**src/rtl/score_pkg.sv**
```systemverilog
// Shared types and default timing for the score button controller.
// Auto-repeat is compiled in only when SCORE_AUTOREPEAT_EN is defined.
package score_pkg;

    typedef enum logic [1:0] {
        IDLE,
        HELD,
        REPEAT
    } btn_state_e;

    localparam int DEF_DEB_CYCLES    = 20000;
    localparam int DEF_HOLD_CYCLES   = 500000;
    localparam int DEF_REPEAT_CYCLES = 100000;
    localparam int DEF_CLEAR_CYCLES  = 2000000;

    // Counter width able to hold the limit itself.
    function automatic int cnt_w(input int limit);
        return $clog2(limit) + 1;
    endfunction

endpackage

```
**src/rtl/score_debounce.sv**
```systemverilog
// Two-flop synchroniser plus counter debouncer for one raw button.
// Emits the debounced level and one-cycle rise/fall strobes.
module score_debounce
    import score_pkg::*;
#(
    parameter int DEB_CYCLES = DEF_DEB_CYCLES
) (
    input  logic clk_i,
    input  logic rst_ni,
    input  logic btn_i,
    output logic level_o,
    output logic rise_o,
    output logic fall_o
);

    localparam int CW = cnt_w(DEB_CYCLES);
    localparam logic [CW-1:0] CNT_LAST = CW'(DEB_CYCLES - 1);

    logic          sync1_q, sync2_q;
    logic          level_q, level_d;
    logic          rise_q, rise_d;
    logic          fall_q, fall_d;
    logic [CW-1:0] cnt_q, cnt_d;

    // Count cycles of disagreement; accept the new level once stable long enough.
    always_comb begin
        cnt_d   = '0;
        level_d = level_q;
        rise_d  = 1'b0;
        fall_d  = 1'b0;
        if (sync2_q != level_q) begin
            if (cnt_q >= CNT_LAST) begin
                level_d = sync2_q;
                rise_d  = sync2_q;
                fall_d  = ~sync2_q;
            end else begin
                cnt_d = cnt_q + CW'(1);
            end
        end
    end

    // Synchroniser, debounce state and strobes.
    always_ff @(posedge clk_i or negedge rst_ni) begin
        if (!rst_ni) begin
            sync1_q <= 1'b0;
            sync2_q <= 1'b0;
            level_q <= 1'b0;
            rise_q  <= 1'b0;
            fall_q  <= 1'b0;
            cnt_q   <= '0;
        end else begin
            sync1_q <= btn_i;
            sync2_q <= sync1_q;
            level_q <= level_d;
            rise_q  <= rise_d;
            fall_q  <= fall_d;
            cnt_q   <= cnt_d;
        end
    end

    assign level_o = level_q;
    assign rise_o  = rise_q;
    assign fall_o  = fall_q;

endmodule

```
**src/rtl/score_button_ctrl.sv**
```systemverilog
// Up/down score buttons: debounced press pulses, optional auto-repeat
// (SCORE_AUTOREPEAT_EN) and a both-held clear request.
module score_button_ctrl
    import score_pkg::*;
#(
    parameter int DEB_CYCLES    = DEF_DEB_CYCLES,
    parameter int HOLD_CYCLES   = DEF_HOLD_CYCLES,
    parameter int REPEAT_CYCLES = DEF_REPEAT_CYCLES,
    parameter int CLEAR_CYCLES  = DEF_CLEAR_CYCLES
) (
    input  logic clk_i,
    input  logic rst_ni,
    input  logic btn_up_i,
    input  logic btn_down_i,
    output logic up_pulse_o,
    output logic down_pulse_o,
    output logic clear_o
);

    localparam int CLW = cnt_w(CLEAR_CYCLES);
    localparam logic [CLW-1:0] CLR_LAST = CLW'(CLEAR_CYCLES - 1);
    localparam logic [CLW-1:0] CLR_MAX  = CLW'(CLEAR_CYCLES);

    if (DEB_CYCLES < 2 || HOLD_CYCLES < 2 ||
        REPEAT_CYCLES < 2 || CLEAR_CYCLES < 1) begin : g_bad_cfg
        $error("score_button_ctrl: timing parameter out of range");
    end

    // Index 0 is the up button, index 1 the down button.
    logic [1:0] lvl, rise, fall, lvl_other;

    score_debounce #(.DEB_CYCLES(DEB_CYCLES)) u_deb_up (
        .clk_i   (clk_i),
        .rst_ni  (rst_ni),
        .btn_i   (btn_up_i),
        .level_o (lvl[0]),
        .rise_o  (rise[0]),
        .fall_o  (fall[0])
    );

    score_debounce #(.DEB_CYCLES(DEB_CYCLES)) u_deb_down (
        .clk_i   (clk_i),
        .rst_ni  (rst_ni),
        .btn_i   (btn_down_i),
        .level_o (lvl[1]),
        .rise_o  (rise[1]),
        .fall_o  (fall[1])
    );

    // A pulse is suppressed whenever the other button is also down.
    assign lvl_other = {lvl[0], lvl[1]};

`ifdef SCORE_AUTOREPEAT_EN
    localparam int HW = cnt_w(HOLD_CYCLES);
    localparam int RW = cnt_w(REPEAT_CYCLES);
    localparam logic [HW-1:0] HOLD_LAST = HW'(HOLD_CYCLES - 1);
    localparam logic [RW-1:0] RPT_LAST  = RW'(REPEAT_CYCLES - 1);

    logic [HW-1:0] hold_q [2];
    logic [RW-1:0] rep_q  [2];
`endif

    btn_state_e state_q [2];
    logic [1:0] pulse_q;

    // Per-button press FSM with registered pulse outputs.
    always_ff @(posedge clk_i or negedge rst_ni) begin
        if (!rst_ni) begin
            for (int b = 0; b < 2; b++) begin
                state_q[b] <= IDLE;
`ifdef SCORE_AUTOREPEAT_EN
                hold_q[b]  <= '0;
                rep_q[b]   <= '0;
`endif
            end
            pulse_q <= '0;
        end else begin
            for (int b = 0; b < 2; b++) begin
                pulse_q[b] <= 1'b0;
                unique case (state_q[b])
                    IDLE: begin
                        if (rise[b]) begin
                            state_q[b] <= HELD;
                            pulse_q[b] <= ~lvl_other[b];
`ifdef SCORE_AUTOREPEAT_EN
                            hold_q[b]  <= '0;
`endif
                        end
                    end
                    HELD: begin
                        if (fall[b]) begin
                            state_q[b] <= IDLE;
                        end
`ifdef SCORE_AUTOREPEAT_EN
                        else if (hold_q[b] >= HOLD_LAST) begin
                            state_q[b] <= REPEAT;
                            rep_q[b]   <= '0;
                            pulse_q[b] <= ~lvl_other[b];
                        end else begin
                            hold_q[b] <= hold_q[b] + HW'(1);
                        end
`endif
                    end
`ifdef SCORE_AUTOREPEAT_EN
                    REPEAT: begin
                        if (fall[b]) begin
                            state_q[b] <= IDLE;
                        end else if (rep_q[b] >= RPT_LAST) begin
                            rep_q[b]   <= '0;
                            pulse_q[b] <= ~lvl_other[b];
                        end else begin
                            rep_q[b] <= rep_q[b] + RW'(1);
                        end
                    end
`endif
                    default: state_q[b] <= IDLE;
                endcase
            end
        end
    end

    logic           both;
    logic [CLW-1:0] clr_cnt_q;
    logic           clr_done_q;
    logic           clear_q;

    assign both = &lvl;

    // Clear timer: runs while both are held, fires once per both-held episode.
    always_ff @(posedge clk_i or negedge rst_ni) begin
        if (!rst_ni) begin
            clr_cnt_q  <= '0;
            clr_done_q <= 1'b0;
            clear_q    <= 1'b0;
        end else begin
            clear_q <= both && (clr_cnt_q == CLR_LAST) && !clr_done_q;
            if (!both) begin
                clr_cnt_q <= '0;
            end else if (clr_cnt_q != CLR_MAX) begin
                clr_cnt_q <= clr_cnt_q + CLW'(1);
            end
            if (both && (clr_cnt_q == CLR_LAST)) begin
                clr_done_q <= 1'b1;
            end else if (lvl == 2'b00) begin
                clr_done_q <= 1'b0;
            end
        end
    end

    assign up_pulse_o   = pulse_q[0];
    assign down_pulse_o = pulse_q[1];
    assign clear_o      = clear_q;

endmodule

```
**config.mk**
```make
export PLATFORM = sky130hd
export DESIGN_NAME = score_button_ctrl
export DESIGN_NICKNAME = d
export VERILOG_FILES = /design/src/rtl/score_pkg.sv /design/src/rtl/score_debounce.sv /design/src/rtl/score_button_ctrl.sv
export SDC_FILE = /design/constraint.sdc
export NUM_CORES = 1
export LEC_CHECK = 0
export ABC_AREA = 0
export CAP_MARGIN = 5
export CELL_PAD_IN_SITES_DETAIL_PLACEMENT = 0
export CELL_PAD_IN_SITES_GLOBAL_PLACEMENT = 1
export CORE_MARGIN = 4
export CORE_UTILIZATION = 45
export DETAILED_ROUTE_END_ITERATION = 10
export PLACE_DENSITY_LB_ADDON = 0.12
export SLEW_MARGIN = 20
export SYNTH_ARGS = -nofsm -noshare
export SYNTH_HDL_FRONTEND = slang
export SYNTH_SLANG_ARGS = --single-unit
```
**constraint.sdc**
```tcl
create_clock -name clk_i -period 2.4 [get_ports clk_i]
set_input_delay 0.6 -clock clk_i [delete_from_list [all_inputs] [get_ports clk_i]]
set_output_delay 0.6 -clock clk_i [all_outputs]
set_load 0.005 [all_outputs]
```
* After elaboration in Yosys (flattened, before gate mapping)
Index checks and enable logic that the tools add are counted.
W data, S select, Z words.
** Word-level totals
- Word-level logic and storage cells :: 76
- Output and inout bits :: 3
- Bits of input ports :: 4
- Register bits after elaboration :: 72
** Cells by class
- Reduce and logical (&&, ||, !) cells :: 12
- Mux-type cells :: 26
- $lt $le $gt $ge :: 2
- Equal/unequal tests :: 11
- $add $sub $neg :: 3
- Bitwise logic cells :: 4
** Operators by type and width (number)
- $mux W16 :: 4
- $mux W22 :: 2
- $add A16 B1 Y16 const B :: 2
- $ge A16 B15 Y1 const B :: 2
- $add A22 B1 Y22 const B :: 1
- $eq A22 B21 Y1 const B :: 1
- $ne A22 B21 Y1 const B :: 1
- $mux W1 :: 14
- $ne A2 B1 Y1 const B :: 5
- $reduce_and A2 Y1 :: 5
- $mux W2 :: 4
- $pmux W2 S2 :: 2
- $logic_not A2 Y1 :: 3
- $eq A2 B1 Y1 const B :: 2
- $not A1 Y1 :: 4
- $logic_and A1 B1 Y1 :: 2
- $ne A1 B1 Y1 :: 2
- $reduce_bool A2 Y1 :: 1
- $logic_not A1 Y1 :: 1

* Longest topological paths before layout
- Depth after elaboration :: 3
- Mapped depth :: 8
- Gate-level depth less buffers :: 6

* Hierarchy
A second synthesis with hierarchy kept.
** Unflattened totals
- Cells, all modules :: 322
- Area total of the unflattened synthesis :: 3368.2 um^2
** By module, submodules not included
- score_debounce :: instances 2, seq. area each 525.5 um^2, cells each 90, area each 982.2 um^2
- score_button_ctrl :: instances 1, seq. area each 700.7 um^2, cells each 142, area each 1403.8 um^2

* Worst setup path after synthesis
OpenSTA, ideal clock, no wires.
- Path kind :: reg-to-reg
- From :: reg clr_cnt_q[0]
- To :: reg clr_cnt_q[2]
- Cell stages (with the launch flop) :: 7
- Arrival :: 1.916 ns
- Library setup time :: 0.130 ns
- Required time :: 2.270 ns
- Clock period less this slack :: 2.046 ns
- Buffers on the path :: 0
- Slack :: 0.354 ns
- Path through :: dfrtp_1 > inv_1 > ha_1 > or4b_2 > or4_1 > o2111ai_1 > o31ai_1
** Between the ends
- Cells in the longest elaborated chain, start to end :: 3
- Elaborated cells between the ends (all ways) :: 5
- Those cells by class :: 1 x add/sub; 2 x eq/ne; 2 x mux
** RTL lines
- start, declared :: RTL line score_button_ctrl.sv:123 : logic [CLW-1:0] clr_cnt_q;
- start signal, assigned :: RTL line score_button_ctrl.sv:140 : clr_cnt_q <= clr_cnt_q + CLW'(1);
- $add A22 B1 Y22 :: RTL line score_button_ctrl.sv:140
- $mux W22 :: RTL line score_button_ctrl.sv:139 : end else if (clr_cnt_q != CLR_MAX) begin
- $mux W22 :: RTL line score_button_ctrl.sv:137 : if (!both) begin
Parallel ways exist; a longest one is shown, timed or not. The select of a mux whose other input is x is not followed.
A chain may end at the register's enable or synchronous reset.

* Final worst setup path
- From :: reg u_deb_down.cnt_q[5]
- To :: reg u_deb_down.cnt_q[9]
** Between the ends
- Cells in the longest elaborated chain, start to end :: 3
- Elaborated cells between the ends (all ways) :: 4
- Those cells by class :: 1 x add/sub; 1 x order compare; 2 x mux
** RTL lines
- start, declared :: RTL line score_debounce.sv:23 : logic [CW-1:0] cnt_q, cnt_d;
- start signal, assigned :: RTL line score_debounce.sv:57 : cnt_q <= cnt_d;
- $add A16 B1 Y16 or $ge A16 B15 Y1 (tied branches) :: RTL line score_debounce.sv:37, score_debounce.sv:32
- $mux W16 * :: RTL line score_debounce.sv:32 : if (cnt_q >= CNT_LAST) begin
- $mux W16 * :: RTL line score_debounce.sv:31 : if (sync2_q != level_q) begin
- named net u_deb_down.cnt_d[9] :: RTL line score_debounce.sv:23
Mark *: on every way through the listed nets, which the timed path passes. The rest lies on a longest branch.

==> flow_metrics.py <==
metrics = {
    "status": {
        "outcome": "finished, final reports clean",
    },
    "pwr": {
        "p_sw_uw": 560.3,
        "vdd_drop_max_uv": 418.6,
        "p_leak_uw": 0.001497,
        "power_frac_seq_pct": 49.9,
        "switching_share_pct": 22.20,
        "power_density_nw_per_um2": 691.1,
        "comb_power_share_pct": 5.7,
        "p_int_uw": 1964,
        "p_clk_share_pct": 44.3,
    },
    "die": {
        "start_util_pct": 46.96,
        "die_w_um": 92.90,
        "dieHeight_um": 92.90,
        "row_count": 30,
        "ios": 7,
        "dieArea_sq_um": 8629,
        "coreArea_sq_um": 6907,
    },
    "clock_network": {
        "cts_setup_buffers": 0,
        "cts_root_buf": "clkbuf_8",
        "htreeDepth": 3,
        "cts_tree": "yes",
        "hold_buffers": 0,
        "numCtsBuffers": 9,
        "worstSkewPairLatency_ns": 0.34,
        "cts_resized": 0,
        "path_clk_slew_ns": 0.08,
        "cts_max_path_buffers": 2,
        "cts.sinks": 70,
    },
    "timing": {
        "hold_violations": 0,
        "fin_crit_ns": 2.205,
        "fin_ws_ns": 0.1947,
        "period_share_pct": 91.89,
        "worst_pin_slew_ns": 0.5150,
        "skew_ns": 0.01002,
        "finalSetupTns_ns": 0,
        "grt_setup_unrepaired": "no",
        "fmax_ghz": 0.4535,
        "drv_slew": 0,
        "relSlewSlack_pct": 65.58,
        "setup_viol": 0,
    },
    "finish": {
        "multi_input_area_sq_um": 1411,
        "layout-drive-gt1-share_pct": 7.485,
        "area_growth_pct": 12.62,
        "nNetsFinal": 337,
        "register_area_sq_um": 1752,
        "fillers": 625,
        "antenna_cells": 0,
        "final_cells": 430,
    },
    "hold_path": {
        "hp-class": "input port to asynchronous set/reset pin",
    },
    "logic_synthesis": {
        "ys_seq_area_share_pct": 54.01,
        "synth.distinct_cells": 39,
        "yosys_warnings": 0,
        "avgSynthCellArea_sq_um": 10.23,
        "ys_seq_elements": 70,
        "syn_area_sq_um": 3243,
        "async_reset_ff_share_pct": 100.0,
        "synthFlopType": "dfrtp_1",
        "synth_edf_count": 0,
        "synth_cells": 317,
    },
    "grt": {
        "antenna_found_initial": 0,
        "grt.met2_usage_pct": 24.00,
        "grt_use_met3_pct": 3.981,
        "grt_pass1_wl_um": 10520,
        "grt.busiest_layer": "met2",
        "grt_util_met1_pct": 20.18,
        "grt_max_degree": 40,
        "grt.overflow.total": 0,
        "grt_pass1_vias": 2284,
        "grt_usage_pct": 15.30,
    },
    "setup_path": {
        "slowest_stage": "or4b_1",
        "cp-start-kind": "flip-flop",
        "setup.worst_path.class": "flip-flop to flip-flop",
        "cp_cell_sequence": "or4_1 > o2111a_1 > or4b_1 > nor2_1",
        "max_stage_delay_ns": 0.72,
        "critPathArrivalTime_ns": 2.47,
        "cp_max_fo": 14,
        "endpoint_kind": "flip-flop",
        "required_ns": 2.66,
    },
    "placed_design": {
        "numPortBuffers": 6,
        "post-place-ws_ns": 0.1808,
        "place.gp.congestion": 0.7775,
        "dp_cells": 414,
        "hpwlAfterDp_um": 3978,
    },
    "job": {
        "drv_cap": 0,
    },
    "route": {
        "wl_um": 5914,
        "vias": 2270,
        "wl_per_cell_um": 13.75,
        "firstDrtPassIters": 4,
        "detail_route.vias_per_cell": 5.279,
        "drtIter0Drc": 153,
        "drc": 0,
        "ant_nets": 0,
    },
}
placed cells by master, fill, tap and decap left out, types with 4 or more instances in the layout:
master | Yosys | final
clkdlybuf4s50_1 | 0 | 5
nand2_1 | 14 | 14
nor2_1 | 48 | 48
clkbuf_8 | 0 | 9
nor3b_1 | 7 | 7
a21oi_1 | 12 | 12
nand4_1 | 17 | 17
buf_4 | 0 | 4
or3_1 | 5 | 5
or4_1 | 6 | 6
o31ai_1 | 5 | 5
o21ai_0 | 5 | 5
nor3_1 | 14 | 14
and4_1 | 7 | 7
ha_1 | 4 | 4
dfrtp_1 | 70 | 70
inv_1 | 9 | 9
xor2_1 | 20 | 20
xnor2_1 | 16 | 16
nand3_1 | 17 | 17
Yosys cell counts, drive strengths merged, types with 6 or more instances:
| library cell | instances | share of area, % |
|---|---|---|
| dfrtp | 70 | 54 |
| nand2 | 14 | 1.6 |
| xor2 | 20 | 5.4 |
| or4 | 6 | 1.4 |
| nor3b | 7 | 1.6 |
| nand3 | 17 | 2.6 |
| a21oi | 12 | 1.9 |
| nor3 | 14 | 2.2 |
| nor2 | 48 | 5.6 |
| inv | 9 | 1.0 |
| xnor2 | 16 | 4.3 |
| clkbuf | 9 | 1.0 |
| and4 | 8 | 2.2 |
| nand4 | 17 | 3.3 |
final timing paths:
path                            cells after the start  slack (ns)                   to                 from
worst max-delay path                                4        0.19  u_deb_down.cnt_q[9]  u_deb_down.cnt_q[5]
worst min-delay path                                1        0.12   u_deb_up.cnt_q[11]               rst_ni
max in group asynchronous                           2        1.71  u_deb_down.cnt_q[1]               rst_ni
worst max register to register                      4        0.19  u_deb_down.cnt_q[9]  u_deb_down.cnt_q[5]
min in group clk_i                                  0        0.36   u_deb_down.sync2_q   u_deb_down.sync1_q
worst min register to register                      0        0.36   u_deb_down.sync2_q   u_deb_down.sync1_q
metal layers:
layer	wire, um	share of wire (%)
met1	3032	51
met2	2722	46
met3	131	2.2
met4	28	0.47
met5	0	0
state kept, by name (all words and copies together), names as in the netlist:
signal and count:
clr_done_q 1, u_deb_down.rise_o 1, u_deb_up.fall_o 1, u_deb_up.cnt_q 16, state_q 2, u_deb_down.sync2_q 1
u_deb_up.rise_o 1, u_deb_up.sync1_q 1, u_deb_up.level_o 1, u_deb_down.level_o 1, clr_cnt_q 22, u_deb_down.cnt_q 16
u_deb_down.sync1_q 1, u_deb_up.sync2_q 1, u_deb_down.fall_o 1, pulse_q 2, clear_o 1
power groups by stage:
stage          Combinational (uW)  Clock (uW)  Sequential (uW)
2_1_floorplan                 101           0             1270
4_1_cts                       149        1150             1260
6_report                      145        1120             1260
3_3_place_gp                  147           0             1280
3_5_place_dp                  149           0             1280
5_1_grt                       171        1210             1270
critical path: cells and delay by family (launching register included):
kind	cells	cell delay (ns)
and+or+nand+nor	3	1.45
DFF	1	0.43
AOI/OAI and AO/OA	1	0.25
cells by family (layout without fill, tap and decap cells):
kind of cell / count (synthesis) / in the layout / synth area share, %
and+or+nand+nor: 150 / 150 / 24.50
DFF: 70 / 70 / 54.01
xor gates and xnor gates: 36 / 36 / 9.722
AOI/OAI and AO/OA: 34 / 34 / 6.829
buffers and inverters: 20 / 36 / 2.585
adders and majority gates: 4 / 4 / 1.543
muxes: 2 / 2 / 0.6944
other: 1 / 2 / 0.1156
stage by stage:
step	util, %	total power, uW	area (sq um)	hold slack, ns
floorplan	-	1368	3247	0.3044
global route	52.88	2645	3652	0.1110
finish	52.88	2524	3652	0.1185
detailed placement	49.55	1432	3422	0.3411
global placement	49.55	1429	3422	0.3481
CTS	52.88	2559	3652	0.1076
cell type report:
class,count,share of cell area (%)
Clock buffer,12,3.700
Inverter,9,0.9250
Sequential cell,70,47.96
Tap cell,96,3.289
Clock inverter,4,2.604
Multi-Input combinational cell,228,38.64
Timing Repair Buffer,11,2.878
Power figures use the tool's default switching activity.
